## src/rtl/muldiv_pkg.sv

```systemverilog
// Shared types and constants for the RV32M multiply/divide sequencer.
// Division support is selected by the MULDIV_DIV_EN macro in the sequencer and datapath.
package muldiv_pkg;

  localparam int MULDIV_XLEN   = 32;
  localparam int MULDIV_CYCLES = MULDIV_XLEN;

  typedef enum logic [1:0] {
    ST_IDLE = 2'd0,
    ST_CALC = 2'd1,
    ST_FIX  = 2'd2,
    ST_DONE = 2'd3
  } muldiv_state_e;

  localparam logic [2:0] F3_MUL    = 3'b000;
  localparam logic [2:0] F3_MULH   = 3'b001;
  localparam logic [2:0] F3_MULHSU = 3'b010;
  localparam logic [2:0] F3_MULHU  = 3'b011;
  localparam logic [2:0] F3_DIV    = 3'b100;
  localparam logic [2:0] F3_DIVU   = 3'b101;
  localparam logic [2:0] F3_REM    = 3'b110;
  localparam logic [2:0] F3_REMU   = 3'b111;

  function automatic logic op_a_signed(input logic [2:0] f3);
    return (f3 == F3_MULH) || (f3 == F3_MULHSU) || (f3 == F3_DIV) || (f3 == F3_REM);
  endfunction

  function automatic logic op_b_signed(input logic [2:0] f3);
    return (f3 == F3_MULH) || (f3 == F3_DIV) || (f3 == F3_REM);
  endfunction

endpackage

```

## src/rtl/muldiv_datapath.sv

```systemverilog
// Double-width accumulator with one shift-add (multiply) or restoring shift-subtract
// (divide) step per cycle. The subtract path exists only when MULDIV_DIV_EN is defined.
module muldiv_datapath
  import muldiv_pkg::*;
#(
  parameter int XLEN = MULDIV_XLEN
) (
  input  logic              clk,
  input  logic              i_reset,
  input  logic              i_load,
  input  logic              i_step,
`ifdef MULDIV_DIV_EN
  input  logic              i_div,
`endif
  input  logic [XLEN-1:0]   i_mag_a,
  input  logic [XLEN-1:0]   i_mag_b,
  output logic [2*XLEN-1:0] o_acc
);

  logic [2*XLEN-1:0] r_acc;
  logic [XLEN-1:0]   r_mag_b;
  logic [XLEN:0]     w_add;
  logic [2*XLEN-1:0] w_mul_next;
  logic [2*XLEN-1:0] w_step_next;
`ifdef MULDIV_DIV_EN
  logic [XLEN:0]     w_rem_sh;
  logic [XLEN:0]     w_diff;
  logic [2*XLEN-1:0] w_div_next;
`endif

  // Multiply: low half holds the remaining multiplier bits, high half the running sum.
  // Divide: low half shifts in quotient bits, high half holds the partial remainder.
  always_comb begin
    w_add      = {1'b0, r_acc[2*XLEN-1:XLEN]} + (r_acc[0] ? {1'b0, r_mag_b} : '0);
    w_mul_next = {w_add, r_acc[XLEN-1:1]};
`ifdef MULDIV_DIV_EN
    w_rem_sh = r_acc[2*XLEN-1:XLEN-1];
    w_diff   = w_rem_sh - {1'b0, r_mag_b};
    if (w_rem_sh >= {1'b0, r_mag_b}) begin
      w_div_next = {w_diff[XLEN-1:0], r_acc[XLEN-2:0], 1'b1};
    end else begin
      w_div_next = {w_rem_sh[XLEN-1:0], r_acc[XLEN-2:0], 1'b0};
    end
    w_step_next = i_div ? w_div_next : w_mul_next;
`else
    w_step_next = w_mul_next;
`endif
  end

  always_ff @(posedge clk) begin
    if (i_reset) begin
      r_acc   <= '0;
      r_mag_b <= '0;
    end else if (i_load) begin
      r_acc   <= {{XLEN{1'b0}}, i_mag_a};
      r_mag_b <= i_mag_b;
    end else if (i_step) begin
      r_acc <= w_step_next;
    end
  end

  assign o_acc = r_acc;

endmodule

```

## src/rtl/muldiv_sequencer.sv

```systemverilog
// RV32M multiply/divide sequencer: FSM, step counter and core handshake around muldiv_datapath.
// DIV/DIVU/REM/REMU are implemented only when MULDIV_DIV_EN is defined; otherwise they return 0.
module muldiv_sequencer
  import muldiv_pkg::*;
#(
  parameter int XLEN = MULDIV_XLEN
) (
  input  logic            clk,
  input  logic            reset,
  input  logic            start,
  input  logic [2:0]      funct3,
  input  logic [XLEN-1:0] op_a,
  input  logic [XLEN-1:0] op_b,
  output logic            busy,
  output logic            done,
  output logic [XLEN-1:0] result,
  output logic            stall,
  output muldiv_state_e   dbg_state
);

  localparam int CW = $clog2(XLEN);

  muldiv_state_e     r_state;
  muldiv_state_e     w_next;
  logic [CW-1:0]     r_count;
  logic [2:0]        r_funct3;
  logic              r_neg_res;
  logic [XLEN-1:0]   r_result;
  logic              w_load;
  logic              w_step;
  logic              w_sa;
  logic              w_sb;
  logic [XLEN-1:0]   w_mag_a;
  logic [XLEN-1:0]   w_mag_b;
  logic [2*XLEN-1:0] w_acc;
  logic [2*XLEN-1:0] w_prod;
  logic [XLEN-1:0]   w_fix;
`ifdef MULDIV_DIV_EN
  localparam logic [XLEN-1:0] MIN_NEG = {1'b1, {(XLEN-1){1'b0}}};
  logic              r_neg_rem;
  logic              r_div0;
  logic              r_ovf;
  logic [XLEN-1:0]   r_op_a;
  logic              w_div0;
  logic              w_ovf;
  logic [XLEN-1:0]   w_quo;
  logic [XLEN-1:0]   w_rem;

  assign w_div0 = funct3[2] && (op_b == '0);
  assign w_ovf  = ((funct3 == F3_DIV) || (funct3 == F3_REM)) && (op_a == MIN_NEG) && (op_b == '1);
`endif

  // Handshake: start is a request sampled only in IDLE; done pulses for one cycle with
  // result valid and stays low otherwise; stall holds the core until the done cycle.
  assign w_sa    = op_a_signed(funct3) && op_a[XLEN-1];
  assign w_sb    = op_b_signed(funct3) && op_b[XLEN-1];
  assign w_mag_a = w_sa ? -op_a : op_a;
  assign w_mag_b = w_sb ? -op_b : op_b;

  always_ff @(posedge clk) begin
    if (reset) r_state <= ST_IDLE;
    else       r_state <= w_next;
  end

  always_comb begin
    w_next = r_state;
    case (r_state)
      ST_IDLE: begin
        if (start) begin
`ifdef MULDIV_DIV_EN
          w_next = (w_div0 || w_ovf) ? ST_FIX : ST_CALC;
`else
          w_next = funct3[2] ? ST_DONE : ST_CALC;
`endif
        end
      end
      ST_CALC: if (r_count == '0) w_next = ST_FIX;
      ST_FIX:  w_next = ST_DONE;
      ST_DONE: w_next = ST_IDLE;
      default: w_next = ST_IDLE;
    endcase
  end

  always_comb begin
    busy   = (r_state != ST_IDLE);
    done   = (r_state == ST_DONE);
    stall  = (start && (r_state == ST_IDLE)) || (r_state == ST_CALC) || (r_state == ST_FIX);
    w_load = start && (r_state == ST_IDLE);
    w_step = (r_state == ST_CALC);
  end

  // Sign fix-up: product/quotient negated on differing signs, remainder follows dividend.
  always_comb begin
    w_prod = r_neg_res ? -w_acc : w_acc;
`ifdef MULDIV_DIV_EN
    w_quo = r_neg_res ? -w_acc[XLEN-1:0] : w_acc[XLEN-1:0];
    w_rem = r_neg_rem ? -w_acc[2*XLEN-1:XLEN] : w_acc[2*XLEN-1:XLEN];
    if (r_div0) begin
      w_quo = '1;
      w_rem = r_op_a;
    end else if (r_ovf) begin
      w_quo = MIN_NEG;
      w_rem = '0;
    end
`endif
    case (r_funct3)
      F3_MUL:                       w_fix = w_prod[XLEN-1:0];
      F3_MULH, F3_MULHSU, F3_MULHU: w_fix = w_prod[2*XLEN-1:XLEN];
`ifdef MULDIV_DIV_EN
      F3_DIV, F3_DIVU:              w_fix = w_quo;
      F3_REM, F3_REMU:              w_fix = w_rem;
`endif
      default:                      w_fix = '0;
    endcase
  end

  always_ff @(posedge clk) begin
    if (reset) begin
      r_count   <= '0;
      r_funct3  <= '0;
      r_neg_res <= 1'b0;
      r_result  <= '0;
`ifdef MULDIV_DIV_EN
      r_neg_rem <= 1'b0;
      r_div0    <= 1'b0;
      r_ovf     <= 1'b0;
      r_op_a    <= '0;
`endif
    end else if (w_load) begin
      r_count   <= CW'(XLEN - 1);
      r_funct3  <= funct3;
      r_neg_res <= w_sa ^ w_sb;
`ifdef MULDIV_DIV_EN
      r_neg_rem <= w_sa;
      r_div0    <= w_div0;
      r_ovf     <= w_ovf;
      r_op_a    <= op_a;
`else
      if (funct3[2]) r_result <= '0;
`endif
    end else if (r_state == ST_CALC) begin
      if (r_count != '0) r_count <= r_count - CW'(1);
    end else if (r_state == ST_FIX) begin
      r_result <= w_fix;
    end
  end

  assign result    = r_result;
  assign dbg_state = r_state;

  muldiv_datapath #(.XLEN(XLEN)) u_datapath (
    .clk     (clk),
    .i_reset (reset),
    .i_load  (w_load),
    .i_step  (w_step),
`ifdef MULDIV_DIV_EN
    .i_div   (funct3[2]),
`endif
    .i_mag_a (w_mag_a),
    .i_mag_b (w_mag_b),
    .o_acc   (w_acc)
  );

endmodule
```

## config.mk

```make
export PLATFORM = sky130hd
export DESIGN_NAME = muldiv_sequencer
export DESIGN_NICKNAME = d
export VERILOG_FILES = /design/src/rtl/muldiv_pkg.sv /design/src/rtl/muldiv_datapath.sv /design/src/rtl/muldiv_sequencer.sv
export SDC_FILE = /design/constraint.sdc
export NUM_CORES = 1
export LEC_CHECK = 0
export ABC_AREA = 1
export CORE_UTILIZATION = 40
export CTS_CLUSTER_SIZE = 40
export DETAILED_ROUTE_END_ITERATION = 10
export GPL_ROUTABILITY_DRIVEN = 0
export PLACE_DENSITY = 0.7
export SYNTH_ARGS = -nofsm -noshare
export SYNTH_HDL_FRONTEND = slang
export SYNTH_SLANG_ARGS = --single-unit
```

## constraint.sdc

```tcl
create_clock -name clk -period 2.75 [get_ports clk]
set_clock_uncertainty 0.2 [all_clocks]
set_input_delay 0.6875 -clock clk [delete_from_list [all_inputs] [get_ports clk]]
set_output_delay 0.6875 -clock clk [all_outputs]
set_load 0.02 [all_outputs]
```

=== After elaboration in Yosys (flattened, before gate mapping) ===
Index checks and enable logic that the tools add are counted.

* Bits in registers: 139
* Input port bits: 70
* Output and inout bits: 37
* Logic and storage cells: 69

* Add/sub/neg operators: 5
* Equality and inequality tests: 14
* Mux-type cells: 18
* Bitwise gates (word level): 1
* Reduce and logical (&&, ||, !) cells: 23

{| class="wikitable"
|+ Operator list
! kind !! count
|-
| two-way mux 32 bit || 9
|-
| two-way mux 64 bit || 1
|-
| negation 32 bit || 2
|-
| negation 64 bit || 1
|-
| one-hot mux 32 bit (2 select lines) || 1
|-
| adder 32 x 32 -> 33 bit || 1
|-
| two-way mux 5 bit || 3
|-
| equality test 3 x 2 -> 1 bit, second input constant || 3
|-
| one-hot mux 2 bit (4 select lines) || 1
|-
| nonzero test 2 bit || 4
|-
| logical OR 1 bit || 7
|-
| equality test 3 x 1 -> 1 bit, second input constant || 2
|-
| equality test 3 bit, second input constant || 2
|-
| two-way mux 2 bit || 3
|-
| inequality test 2 bit, second input constant || 3
|-
| logical NOT 5 bit || 1
|-
| nonzero test 5 bit || 1
|-
| subtractor 5 x 1 -> 5 bit, second input constant || 1
|-
| equality test 2 bit, second input constant || 2
|-
| AND reduction 2 bit || 2
|-
| logical AND 1 bit || 3
|-
| logical NOT 3 bit || 1
|-
| AND reduction 3 bit || 1
|-
| OR reduction 3 bit || 1
|-
| 5 further kinds || 5
|}

=== Logic depth before layout (Yosys ltp) ===
* Depth after elaboration: 7
* Depth in mapped cells: 18
* Gate-level depth less buffers: 16

=== Cells and area by module ===
A second synthesis with hierarchy kept.

* Cell total of the unflattened synthesis: 2142
* Area total of the unflattened synthesis: 12197.9 sq um

{| class="wikitable"
|+ Modules (own cells, without submodules)
! module !! times used !! cells an instance !! area an instance (sq um) !! seq. area each (sq um)
|-
| muldiv_datapath || 1 || 1037 || 6298.5 || 1921.8
|-
| muldiv_sequencer || 1 || 1105 || 5899.4 || 860.8
|}

=== Worst setup path before layout ===
OpenSTA, ideal clock, no wires.

* Path type: register to output
* Start point: register r_state[0], in the netlist dbg_state[0]
* End point: output stall
* Arrival: 1.827 ns
* Data required time: 1.862 ns
* Path slack: 0.036 ns
* Stages on the path, launching flop included: 8
* Buffers on the path: 1
* Cell sequence: dfxtp_1 > inv_1 > ha_1 > nand2_1 > inv_1 > nor2_1 > clkbuf_1 > nand2_1

* Longest elaborated chain between the ends: 4
* Elaborated cells on any way between the ends: 6
* Classes of those cells: eq/ne (2); reduce/logical (4)

{| class="wikitable"
|+ RTL lines
! item !! line !! text
|-
| start: declaration || muldiv_sequencer.sv:23 || <nowiki>muldiv_state_e r_state;</nowiki>
|-
| start signal: assignment || muldiv_sequencer.sv:62 || <nowiki>else r_state <= w_next;</nowiki>
|-
| logical NOT 2 bit || muldiv_sequencer.sv:87 || <nowiki>stall = (start && (r_state == ST_IDLE)) || (r_state == ST_CALC) || (r_state == ST_FIX);</nowiki>
|-
| logical AND 1 bit || muldiv_sequencer.sv:87 ||
|-
| logical OR 1 bit || muldiv_sequencer.sv:87 ||
|-
| logical OR 1 bit * || muldiv_sequencer.sv:87 ||
|-
| end: declaration || muldiv_sequencer.sv:17 || <nowiki>output logic stall,</nowiki>
|}

Mark *: on every way between the ends. The rest lies on a longest branch, timed or not.

=== Final worst setup path ===
Same ends and word-level chain as after synthesis.

==> flow_metrics.env <==
export IMPL_status="finished, final reports clean"
export IMPL_fin_crit_sh_pct=95.3
export IMPL_syn_num_nets=2231
export IMPL_synthTopCellsByArea="dfxtp_1, nand2_1, nor2_1"
export IMPL_vias=14345
export IMPL_required_ns=1.86
export IMPL_hold_depth=2
export IMPL_critPathKind="flop to output pin"
export IMPL_grtUsageMet3_pct=4.85
export IMPL_clkTransAtPathRegs_ns=0.06
export IMPL_cts_tree="done"
export IMPL_avgSynthCellArea_um2=5.69
export IMPL_synthesis_area_um2=12100
export IMPL_netlist_area_leader_share_pct=23.1
export IMPL_start_kind="flop"
export IMPL_setup_viol=0
export IMPL_port_buffers=106
export IMPL_die_w_um=176
export IMPL_drive_above_1_share_pct=6.41
export IMPL_initial_core_util_pct=40.7
export IMPL_hold_viol_final=0
export IMPL_yosysWarnings=0
export IMPL_top_usage_layer="met2"
export IMPL_placed_area_um2=13800
export IMPL_max_cap_viol_count=0
export IMPL_r2r_cells=15
export IMPL_core_area_um2=29600
export IMPL_grtUsageTotal_pct=27.5
export IMPL_die_area_um2=30800
export IMPL_slew_limit_headroom_pct=50.4
export IMPL_p_leak_uw=0.00677
export IMPL_wl_um=41900
export IMPL_finalSetupTns_ns=0
export IMPL_antenna_found_initial=0
export IMPL_period_needed_ns=2.62
export IMPL_yosysSeqAreaShare_pct=23.1
export IMPL_hp_class="flop to flop"
export IMPL_hpwl_um=33000
export IMPL_cts_buffers=17
export IMPL_clockRootBuffer="clkbuf_16"
export IMPL_first_pass_iters=6
export IMPL_overflow=0
export IMPL_grt_pass1_wl_um=67300
export IMPL_grt_max_degree=70
export IMPL_synthTopCellsByCount="nand2_1, nor2_1, inv_1"
export IMPL_fin_ws_ns=0.129
export IMPL_tightestPinTransition_ns=0.745
export IMPL_final_util_pct=49.0
export IMPL_arrival_ns=1.73
export IMPL_clock_latency_ns=0.45
export IMPL_antenna_left=0
export IMPL_cp_end_kind="output pin"
export IMPL_synthFlopType="dfxtp_1"
export IMPL_placementRows=63
export IMPL_final_area_um2=14500
export IMPL_fin_hold_ws_ns=0.254
export IMPL_use_met1_pct=35.4
export IMPL_layout_nets=2348
export IMPL_netlist_instances=2117
export IMPL_async_flop_share_pct=0
export IMPL_drt_iter0_drc=1700
export IMPL_pre_cts_slack_ns=-0.140
export IMPL_ys_ff_latch=139
export IMPL_maxSlewViolCount=0
export IMPL_htreeDepth=4
export IMPL_fmax_mhz=382
export IMPL_synth_edf_count=0
export IMPL_yosysUniqueCellTypes=50
export IMPL_syn2layout_area_growth_pct=20.4
export IMPL_path_max_fanout=5
export IMPL_grt_pass1_vias=13121
export IMPL_io_pins=107
export IMPL_viasPerCell=5.44
export IMPL_ir_worst_vdd_mv=0.581
export IMPL_insertedDiodeCount=0
export IMPL_p_per_area_nw_per_um2=850
export IMPL_synth_top_area_cell="dfxtp_1"
export IMPL_rsz0062_at_grt="yes"
export IMPL_clock_sinks=139
export IMPL_drc=0
export IMPL_drt_wirelength_per_cell_um=15.9
export IMPL_die_y_um=176
export IMPL_yosysMostFrequentCell="nand2_1"
export IMPL_use_met2_pct=44.1
export IMPL_cts_path_max_buffers=2
through the flow:
step	cells	total power (uW)
6_report	2637	12300
5_1_grt	2637	13300
4_1_cts	2636	12200
3_5_place_dp	2604	9640
3_3_place_gp	2604	9530
2_1_floorplan	2117	7570
final timing paths:
| check | end | slack (ns) | start |
|---|---|---|---|
| setup / recovery | stall | 0.13 | dbg_state[0]$_SDFFE_PP0P_ |
| hold / removal | u_datapath.r_mag_b[22]$_SDFFE_PP0P_ | 0.25 | u_datapath.r_mag_b[22]$_SDFFE_PP0P_ |
| hold reg to reg | u_datapath.r_mag_b[22]$_SDFFE_PP0P_ | 0.25 | u_datapath.r_mag_b[22]$_SDFFE_PP0P_ |
| setup reg to reg | u_datapath.o_acc[54]$_SDFFE_PP0P_ | 0.13 | u_datapath.o_acc[0]$_SDFFE_PP0P_ |
worst max-delay path, cell delays in order, from the launching register on:
cell and delay, ns:
dfxtp_2 0.38, inv_1 0.10, ha_1 0.22, nand2_1 0.08
inv_1 0.06, nor2_2 0.09, nand2_1 0.05, dlygate4sd2_1 0.31
logic make-up (layout without fill, tap and decap cells):
group / after synthesis / after routing / synth area share, %
flip-flops: 139 / 139 / 23.1
AO/OA/AOI/OAI: 405 / 405 / 18.2
AND/OR/NAND/NOR: 1158 / 1158 / 40.2
XOR/XNOR: 47 / 47 / 3.42
adder cells (fa/ha/maj): 44 / 44 / 4.63
buffers and inverters: 324 / 454 / 10.5
power breakdown:
part           total (uW)  internal (uW)  switching, uW
combinational        6710           2180           4530
clock                2510           1540            963
sequential           3120           2510            608
placed cells by master (no fill, tap or decap), types with 7 or more instances in the layout:
cell type	n
a21oi_1	164
buf_4	54
clkbuf_16	17
clkdlybuf4s50_1	103
dfxtp_1	135
ha_1	43
inv_1	250
nand2_1	610
nand2_2	7
nand3_1	166
nand3b_1	9
nand4_1	26
nor2_1	286
nor2_2	9
nor3_1	27
o211ai_1	14
o21ai_0	161
o21ai_1	19
xnor2_1	7
xor2_1	40
cell type report:
cell class                      instances  area (um^2)
Clock buffer                           18          439
Timing Repair Buffer                  167         1590
Clock inverter                         14          194
Multi-Input combinational cell       1654         8050
Sequential cell                       139         2790
Inverter                              255          958
Tap cell                              390          488
Fill cell                            3151        15100
timing repair:
| item | CTS | global route |
|---|---|---|
| buffers inserted | 0 | 1 |
| hold buffers | 0 | 0 |
| gates resized for setup | 2 | 14 |
| endpoints found under the setup margin | 2 | 18 |
routing by layer:
metal,part of all wire (%),vias to the layer above
li1,-,7106
met5,0,-
met4,4.7,0
met1,42,6464
met2,44,655
met3,8.6,120
state kept, by name (all words and copies together), names as in the netlist:
name / cells
u_datapath.o_acc: 64
dbg_state: 2
r_count: 5
u_datapath.r_mag_b: 32
result: 32
r_funct3: 3
r_neg_res: 1
No activity file was read; power rests on OpenSTA's default activity.
